--- src/rtl/vend_pkg.sv ---
// Shared types and coin constants for the change dispenser.
// Coin weights are expressed in 50-won units.
package vend_pkg;

    typedef enum logic [2:0] {
        S_IDLE,
        S_SELECT,
        S_ISSUE,
        S_WAIT,
        S_DONE,
        S_FAULT
    } state_t;

    typedef enum logic [1:0] {
        D50,
        D100,
        D500,
        D1000
    } denom_t;

    localparam int W50   = 1;
    localparam int W100  = 2;
    localparam int W500  = 10;
    localparam int W1000 = 20;

endpackage

--- src/rtl/denom_picker.sv ---
// Chooses the largest coin that fits the unpaid amount and is still stocked.
// Purely combinational; the FSM decides when the result is used.
module denom_picker
    import vend_pkg::*;
#(
    parameter int AMT_W = 7
) (
    input  logic [AMT_W-1:0] remain,
    input  logic             empty50,
    input  logic             empty100,
    input  logic             empty500,
    input  logic             empty1000,
    output logic             valid,
    output denom_t           denom,
    output logic [AMT_W-1:0] weight
);

    // Priority order runs from largest to smallest coin.
    always_comb begin
        valid  = 1'b0;
        denom  = D50;
        weight = '0;
        if (!empty1000 && remain >= AMT_W'(W1000)) begin
            valid  = 1'b1;
            denom  = D1000;
            weight = AMT_W'(W1000);
        end else if (!empty500 && remain >= AMT_W'(W500)) begin
            valid  = 1'b1;
            denom  = D500;
            weight = AMT_W'(W500);
        end else if (!empty100 && remain >= AMT_W'(W100)) begin
            valid  = 1'b1;
            denom  = D100;
            weight = AMT_W'(W100);
        end else if (!empty50 && remain >= AMT_W'(W50)) begin
            valid  = 1'b1;
            denom  = D50;
            weight = AMT_W'(W50);
        end
    end

endmodule

--- src/rtl/change_dispenser.sv ---
// Pays out the controller balance one coin at a time, largest first,
// waiting for the hopper's acknowledge after each request.
module change_dispenser
    import vend_pkg::*;
#(
    parameter int AMT_W       = 7,
    parameter int ACK_TIMEOUT = 15
) (
    input  logic             CLK,
    input  logic             RST,
    input  logic             Return,
    input  logic [AMT_W-1:0] Amount,
    input  logic             Empty50,
    input  logic             Empty100,
    input  logic             Empty500,
    input  logic             Empty1000,
    input  logic             HopperAck,
    output logic             Return50,
    output logic             Return100,
    output logic             Return500,
    output logic             Return1000,
    output logic             Busy,
    output logic             Done,
    output logic             Fault,
    output logic [AMT_W-1:0] Remain
);

    localparam int TW = (ACK_TIMEOUT > 2) ? $clog2(ACK_TIMEOUT) : 1;

    state_t           state, next_state;
    logic [AMT_W-1:0] remain_q;
    denom_t           denom_q;
    logic [AMT_W-1:0] weight_q;
    logic [TW-1:0]    timer_q;

    logic             pick_valid;
    denom_t           pick_denom;
    logic [AMT_W-1:0] pick_weight;

    logic load_amount, latch_pick, pay_coin, timer_clr, timer_inc;

    denom_picker #(.AMT_W(AMT_W)) u_picker (
        .remain    (remain_q),
        .empty50   (Empty50),
        .empty100  (Empty100),
        .empty500  (Empty500),
        .empty1000 (Empty1000),
        .valid     (pick_valid),
        .denom     (pick_denom),
        .weight    (pick_weight)
    );

    always_ff @(posedge CLK) begin
        if (RST) state <= S_IDLE;
        else     state <= next_state;
    end

    // Empty flags only matter in SELECT; the chosen coin is latched for ISSUE/WAIT.
    always_comb begin
        next_state  = state;
        load_amount = 1'b0;
        latch_pick  = 1'b0;
        pay_coin    = 1'b0;
        timer_clr   = 1'b0;
        timer_inc   = 1'b0;
        Busy        = 1'b0;
        Done        = 1'b0;
        Fault       = 1'b0;
        Return50    = 1'b0;
        Return100   = 1'b0;
        Return500   = 1'b0;
        Return1000  = 1'b0;
        case (state)
            S_IDLE: begin
                if (Return) begin
                    if (Amount != '0) begin
                        load_amount = 1'b1;
                        next_state  = S_SELECT;
                    end else begin
                        next_state  = S_DONE;
                    end
                end
            end
            S_SELECT: begin
                Busy = 1'b1;
                if (remain_q == '0) begin
                    next_state = S_DONE;
                end else if (pick_valid) begin
                    latch_pick = 1'b1;
                    next_state = S_ISSUE;
                end else begin
                    next_state = S_FAULT;
                end
            end
            S_ISSUE: begin
                Busy      = 1'b1;
                timer_clr = 1'b1;
                case (denom_q)
                    D50:     Return50   = 1'b1;
                    D100:    Return100  = 1'b1;
                    D500:    Return500  = 1'b1;
                    D1000:   Return1000 = 1'b1;
                    default: Return50   = 1'b0;
                endcase
                next_state = S_WAIT;
            end
            S_WAIT: begin
                Busy = 1'b1;
                if (HopperAck) begin
                    pay_coin   = 1'b1;
                    next_state = S_SELECT;
                end else if (timer_q == TW'(ACK_TIMEOUT - 1)) begin
                    next_state = S_FAULT;
                end else begin
                    timer_inc  = 1'b1;
                end
            end
            S_DONE: begin
                Done       = 1'b1;
                next_state = S_IDLE;
            end
            S_FAULT: begin
                Fault = 1'b1;
                if (Return) next_state = S_SELECT;
            end
            default: next_state = S_IDLE;
        endcase
    end

    always_ff @(posedge CLK) begin
        if (RST) begin
            remain_q <= '0;
            denom_q  <= D50;
            weight_q <= '0;
            timer_q  <= '0;
        end else begin
            if (load_amount)   remain_q <= Amount;
            else if (pay_coin) remain_q <= remain_q - weight_q;
            if (latch_pick) begin
                denom_q  <= pick_denom;
                weight_q <= pick_weight;
            end
            if (timer_clr)      timer_q <= '0;
            else if (timer_inc) timer_q <= timer_q + 1'b1;
        end
    end

    assign Remain = remain_q;

endmodule

--- config.mk ---
export PLATFORM = sky130hd
export DESIGN_NAME = change_dispenser
export DESIGN_NICKNAME = d
export VERILOG_FILES = /design/src/rtl/vend_pkg.sv /design/src/rtl/denom_picker.sv /design/src/rtl/change_dispenser.sv
export SDC_FILE = /design/constraint.sdc
export NUM_CORES = 1
export LEC_CHECK = 0
export CORE_UTILIZATION = 40
export DETAILED_ROUTE_END_ITERATION = 7
export PLACE_DENSITY = 0.72
export RECOVER_POWER = 50
export SLEW_MARGIN = 40
export SYNTH_ARGS = -nofsm -noshare
export SYNTH_HDL_FRONTEND = slang
export SYNTH_SLANG_ARGS = --single-unit
--- constraint.sdc ---
create_clock -name CLK -period 3.2 [get_ports CLK]
set_input_delay 0.64 -clock CLK [delete_from_list [all_inputs] [get_ports CLK]]
set_output_delay 0.64 -clock CLK [all_outputs]
set_load 0.02 [all_outputs]
==> out/qor.tcl, run 1 <==
set qor(period_share_pct) 89.0
set qor(cts.sink_count) 20
set qor(num-nets-final) 218
set qor(ratio_of_cells_with_drive_above_1_in_the_final_layout_pct) 6.70
set qor(detail_route.wirelength_um) 3470
set qor(first_global_vias) 1290
set qor(route.vias.total) 1326
set qor(design.die.area_sq_mm) 0.00357
set qor(drv.max_cap_violation_count) 0
set qor(clkLatencyLatePin_ns) 0.32
set qor(start_util_pct) 43.0
set qor(ant_nets) 0
set qor(cts_root_buffer) {sky130_fd_sc_hd__clkbuf_4}
set qor(yosysSeqAreaShare_pct) 30.0
set qor(grt_antenna_before_repair) 0
set qor(cts-hold-fix-buffers) 0
set qor(synth-edff-count) 0
set qor(number_of_cts_inserted_buffers) 3
set qor(most-common-layout-cells) {sky130_fd_sc_hd__nor2_1 (27), sky130_fd_sc_hd__dfxtp_1 (20), sky130_fd_sc_hd__clkdlybuf4s50_1 (19)}
set qor(fin_tns_setup_ns) 0
set qor(synth_to_layout_area_growth_pct) 26.7
set qor(fin_hold_ws_ns) 0.495
set qor(die_width_um) 59.8
set qor(dp_hpwl_um) 2610
set qor(fp.coreArea_sq_mm) 0.00310
set qor(timing.final.setup_violations) 0
set qor(regToRegSetupSlack_ns) 1.10
set qor(timing_hold_violations_final) 0
set qor(routed-wl-met2_um) 1650
set qor(skew_ns) 0.0178
set qor(numPortBuffers) 28
set qor(wl_met1_um) 1640
set qor(io_pins) 29
set qor(synth_seq_cells) 20
set qor(kind_of_end_point_of_the_critical_path) {primary output}
set qor(run_status) {finished, final reports clean}
set qor(synth_top_area_share_pct) 30.0
set qor(ys_dominant_reg_cell) {sky130_fd_sc_hd__dfxtp_1}
set qor(antenna_cells_inserted) 0
set qor(worstSetupPathType) {register to primary output}
set qor(drt_iter0_drc) 80
set qor(cts.repair_timing.setup_buffer_count) 0
set qor(cts_htree_levels) 1
set qor(wl_per_cell_um) 14.6
set qor(clock_tree_from_tritoncts) {built}
set qor(ys.warnings.count) 0
set qor(crit_required_ns) 2.56
set qor(rsz0062_at_grt) {false}
set qor(cp_data_arrival_time_ns) 2.21
set qor(syn-num-nets) 189
set qor(slew-limit-headroom_pct) 60.8
set qor(grt_first_pass_wirelength_um) 5780
set qor(synth_area_leader_cell) {sky130_fd_sc_hd__dfxtp_1}
set qor(synth_async_sr_flop_share_pct) 0
set qor(synth_cells) 166
set qor(timing.fmax_mhz) 351
set qor(clkSlewWorstSetupHoldPaths_ns) 0.13
set qor(transition_time_of_the_tightest_slew_check_pin_ns) 0.582
set qor(pin_count_of_the_biggest_net_entering_global_routing) 19
set qor(ir_drop_uv) 349
set qor(post_synth_num_cell_types) 44
set qor(grt-ovfl-total) 0
set qor(firstDrtPassIters) 4
set qor(std_cell_rows) 20
set qor(synth.cell_area_sq_mm) 0.00134
set qor(final.min_clock_period_ns) 2.85
set qor(worst_hold_path_type) {register to register}
set qor(power_density_mw_per_mm2) 708
set qor(critPathLaunchType) {register}
set qor(routed-wl-met3_um) 135
set qor(synthesis.area_per_instance_sq_um) 8.04
set qor(ctsLongestPathBuffers) 2
set qor(drc) 0
set qor(gpl.final_weighted_congestion) 0.867
set qor(worst-path-max-fanout) 8
set qor(die_y_um) 59.8
set qor(detail_route.vias_per_cell) 5.57
set qor(highest_layer) {met4}
set qor(cts_repair_resize_count) 0
set qor(ys_top_cells_by_area) {sky130_fd_sc_hd__dfxtp_1 (30%), sky130_fd_sc_hd__nor2_1 (7.6%), sky130_fd_sc_hd__ha_1 (6.6%), sky130_fd_sc_hd__a21oi_1 (3.7%), sky130_fd_sc_hd__o21ai_0 (3.7%)}
set qor(grt_util_all_layers_pct) 21.4
set qor(final_max_slew_viol_count) 0
set qor(leakage_nw) 0.614
set qor(commonest_non_fill_non_tap_cell_in_the_layout) {sky130_fd_sc_hd__nor2_1}
[sequential cells by signal, indices dropped and copies added, names as in the netlist]
name and cells:
state 3, timer_q 4, denom_q 2, Remain 7, weight_q 4
[cell families (layout without fill, tap and decap cells)]
kind of cell	after synthesis	in the layout	synth area share, %
adder cells (fa/ha/maj)	8	8	8.06
AND/OR/NAND/NOR	72	72	28.5
XOR/XNOR	5	5	3.28
AO/OA/AOI/OAI	47	47	25.5
flip-flops	20	20	30.0
buffers and inverters	13	41	3.94
multiplexers	1	1	0.750
[metrics by stage]
stage	utilization [%]	cells	setup WS, ns	cell area [sq um]	total power [W]
3_3_place_gp	53.3	234	0.768	1660	0.00102
3_5_place_dp	53.3	234	0.737	1660	0.00104
6_report	54.5	238	0.352	1690	0.00120
4_1_cts	54.5	238	0.359	1690	0.00120
2_1_floorplan	-	166	1.18	1340	0.000850
5_1_grt	54.5	238	0.163	1690	0.00129
[cells in the mapped netlist (2+ instances only)]
cell type,instances
sky130_fd_sc_hd__a211oi_1,4
sky130_fd_sc_hd__a21oi_1,10
sky130_fd_sc_hd__a221oi_1,5
sky130_fd_sc_hd__a22oi_1,4
sky130_fd_sc_hd__a32oi_1,2
sky130_fd_sc_hd__and2_1,4
sky130_fd_sc_hd__and3_1,4
sky130_fd_sc_hd__clkbuf_1,4
sky130_fd_sc_hd__dfxtp_1,20
sky130_fd_sc_hd__ha_1,7
sky130_fd_sc_hd__inv_1,8
sky130_fd_sc_hd__nand2_1,11
sky130_fd_sc_hd__nor2_1,27
sky130_fd_sc_hd__nor2b_1,6
sky130_fd_sc_hd__nor3_1,4
sky130_fd_sc_hd__nor3_2,2
sky130_fd_sc_hd__nor3b_1,2
sky130_fd_sc_hd__o21ai_0,10
sky130_fd_sc_hd__o21bai_1,2
sky130_fd_sc_hd__o31ai_1,3
sky130_fd_sc_hd__xnor2_1,3
sky130_fd_sc_hd__xor2_1,2
[cell type report]
class,instances,area (sq um)
Timing Repair Buffer,29,288
Clock buffer,4,36.3
Multi-Input combinational cell,133,882
Inverter,8,30.0
Sequential cell,20,400
Fill cell,307,1410
Tap cell,44,55.1
[per-layer routing]
layer | track usage [%] | vias to the layer above
met5 | 0 | -
met4 | 6.64 | 0
met3 | 4.98 | 6
met2 | 34.6 | 32
met1 | 28.1 | 631
li1 | - | 657
[worst paths after layout]
check                           cells after the start         end        from
worst min-delay path                                2  denom_q[1]  denom_q[1]
worst max-delay path                                4    Return50    state[1]
worst min register to register                      2  denom_q[1]  denom_q[1]
worst max register to register                      8   Remain[6]   Remain[0]
[power breakdown]
group / internal (W) / switching (W) / total, W
sequential: 0.000298 / 0.0000914 / 0.000389
clock: 0.0000696 / 0.0000856 / 0.000155
combinational: 0.000288 / 0.000364 / 0.000652
total: 0.000656 / 0.000541 / 0.00120
[worst max-delay path, stage by stage, from the launching register on]
cell and delay, ns:
sky130_fd_sc_hd__dfxtp_1 0.50, sky130_fd_sc_hd__nor2b_1 0.22, sky130_fd_sc_hd__nor2b_1 0.30, sky130_fd_sc_hd__nor3b_1 0.24, sky130_fd_sc_hd__clkdlybuf4s50_1 0.64
No activity file was read; power rests on OpenSTA's default activity.
==> run 2: changes to the inputs <==
--- a/config.mk
+++ b/config.mk
@@ -9,6 +9,7 @@
 export DETAILED_ROUTE_END_ITERATION = 7
 export PLACE_DENSITY = 0.72
 export RECOVER_POWER = 50
+export SKIP_CTS_REPAIR_TIMING = 1
 export SLEW_MARGIN = 40
 export SYNTH_ARGS = -nofsm -noshare
 export SYNTH_HDL_FRONTEND = slang
==> results of run 2 <==
Final layout, timing and power as in run 1 (identical DEF).
==> variant (flow settings as in run 1) <==
Make the reset (`RST`) asynchronous in 2 clocked blocks.
--- a/src/rtl/change_dispenser.sv
+++ b/src/rtl/change_dispenser.sv
@@ -51,5 +51,5 @@
     );
 
-    always_ff @(posedge CLK) begin
+    always_ff @(posedge CLK or posedge RST) begin
         if (RST) state <= S_IDLE;
         else     state <= next_state;
@@ -128,5 +128,5 @@
     end
 
-    always_ff @(posedge CLK) begin
+    always_ff @(posedge CLK or posedge RST) begin
         if (RST) begin
             remain_q <= '0;
Function: differs if RST is asserted again (counterexample within 4 cycles, from zero or initial values and one cycle with RST high); with RST held inactive, the same outputs for 10 cycles.
==> variant against run 1 <==
Sequential power up 36%. Setup slack better by 0.084 ns. First-iteration DRC count up 38%. Routed wire length down 3.8%. Sequential cell count unchanged. Design area up 5.4%. Combinational power up 61%. Total power up 50%. Register-to-register slack worse by 0.14 ns. Non-clock buffer count down 1. Core utilization down 1.5 points. Area after synthesis up 5.2%. Critical endpoint is now Return1000. Highest routed layer unchanged.
==> variant: results (changes against run 1) <==
** Status
- Run status :: complete, no violations

** Placement
- Final HPWL from detailed placement :: 2.56 mm (-2.0%)
- The routability-driven placement congestion ratio came to 0.911 (+5.1%).
- Area post-placement :: 1730 sq um (+4.5%)

** Yosys
- Among all flip-flop cells after synthesis, the most frequent one is dfrtp_1.
- The mux share of post-synthesis cell area was 0% (-0.75 points).
- Count of unique library cells instantiated by Yosys :: 43 (-2.3%)
- Ranked by total cell area, the synthesized netlist is headed by dfrtp_1 36%, nor2_1 6.4%, ha_1 6.2%, o21ai_0 5.0%, a21oi_1 4.3%.
- Top cell types by occurrence after synthesis :: 24 x nor2_1, 20 x dfrtp_1, 14 x o21ai_0
- The share of synthesized area occupied by flip-flops and latches is 35.6% (+5.6 points).
- The fraction of synthesis flops using an asynchronous set or reset pin came to 100% (+100 points).
- The area share of xor/xnor cells in the synthesized design was 1.25% (-2.0 points).
- The complex-gate fraction of the synthesized area is 28.1% (+2.6 points).
- The adder and majority gate portion of the synthesized area is 7.66% (-0.40 points).

** STA
- Clock Skews :: 0.0115 ns (-0.00632 ns)
- Hold_ws :: 0.521 ns (+0.0259 ns)
- Worst slew margin relative to its limit :: 47.7% (-13 points)

** Final layout
- # diodes :: 0 (unchanged)
- The fraction of layout instances using a drive strength above 1 was 7.25% (+0.55 points).
- Layout net count :: 217 (-0.46%)
- Filler cell count in the final layout :: 335 (+9.1%)
- The footprint of the multi-input gates came to 858 sq um (-2.7%).

** Critical path
- Reg-to-Reg Start :: Remain[0]
- The minimum setup slack among reg-to-reg paths was 0.96 ns (-0.14 ns).
- The maximum fanout encountered on the critical timing path is 12 (+4).
- The worst register-to-register path ends at Remain[6].

** Detailed routing
- Routed vias/inst :: 5.60 (+0.48%)
- Detail-routed net length per standard cell :: 14.0 um (-4.2%)

** Pwr
- The largest vdd supply drop was 384 uV (+9.9%).
- P_leak :: 0.750 nW (+22%)

** GRT
- Vias in the first global route :: 1206 (-6.5%)
- The total routing usage reported by global routing is 19.8% (-1.5 points).
- The pin count of the biggest net entering global routing is 21 (+2).

** Min path
- The worst hold path begins at weight_q[2].
[variant: worst max path at each step]
stage	from	to	slack [ns]
after floorplan	Remain[2]	Remain[6]	1.05
after global placement	Amount[2]	Remain[3]	0.65
after detailed placement	Amount[2]	Remain[3]	0.63
after CTS	state[2]	Return1000	0.45
after global routing	state[2]	Return1000	0.35
final	state[2]	Return1000	0.44
[variant: cell families after synthesis]
logic type,Yosys count
buf+inv,12
xor+xnor,2
fa+ha+maj,8
simple gates,66
flops,20
compound gates,56
[variant: critical path, delay by kind of cell (launching register included)]
| kind | cells | cell delay (ns) |
|---|---|---|
| buffers and inverters | 1 | 0.60 |
| DFF | 1 | 0.53 |
| and+or+nand+nor | 3 | 0.68 |
[variant: cell type report]
class / instances / share of cell area (%)
Clock buffer: 3 / 1.26
Timing Repair Buffer: 28 / 15.7
Tap cell: 46 / 3.23
Inverter: 9 / 1.89
Clock inverter: 1 / 1.68
Sequential cell: 20 / 28.1
Multi-Input combinational cell: 132 / 48.1
[variant: power by group]
group	total (W)	internal, W	leakage, nW	switching [W]
Combinational	0.00105	0.000484	0.472	0.000569
Sequential	0.000530	0.000365	0.251	0.000166
Clock	0.000211	0.000127	0.0279	0.0000844
[variant: stage by stage]
stage / cells / setup slack, ns / power, W
6_report: 239 / 0.436 / 0.00179
3_5_place_dp: 235 / 0.631 / 0.00158
3_3_place_gp: 235 / 0.655 / 0.00154
2_1_floorplan: 164 / 1.05 / 0.00126
5_1_grt: 239 / 0.348 / 0.00196
4_1_cts: 239 / 0.446 / 0.00179
[variant: layer usage]
layer  vias up  wire (um)  track usage (%)
met2        41       1530             30.4
met5         -          0                0
li1        666          -                -
met3         2        171             2.73
met1       629       1610             28.7
met4         0         19             6.82
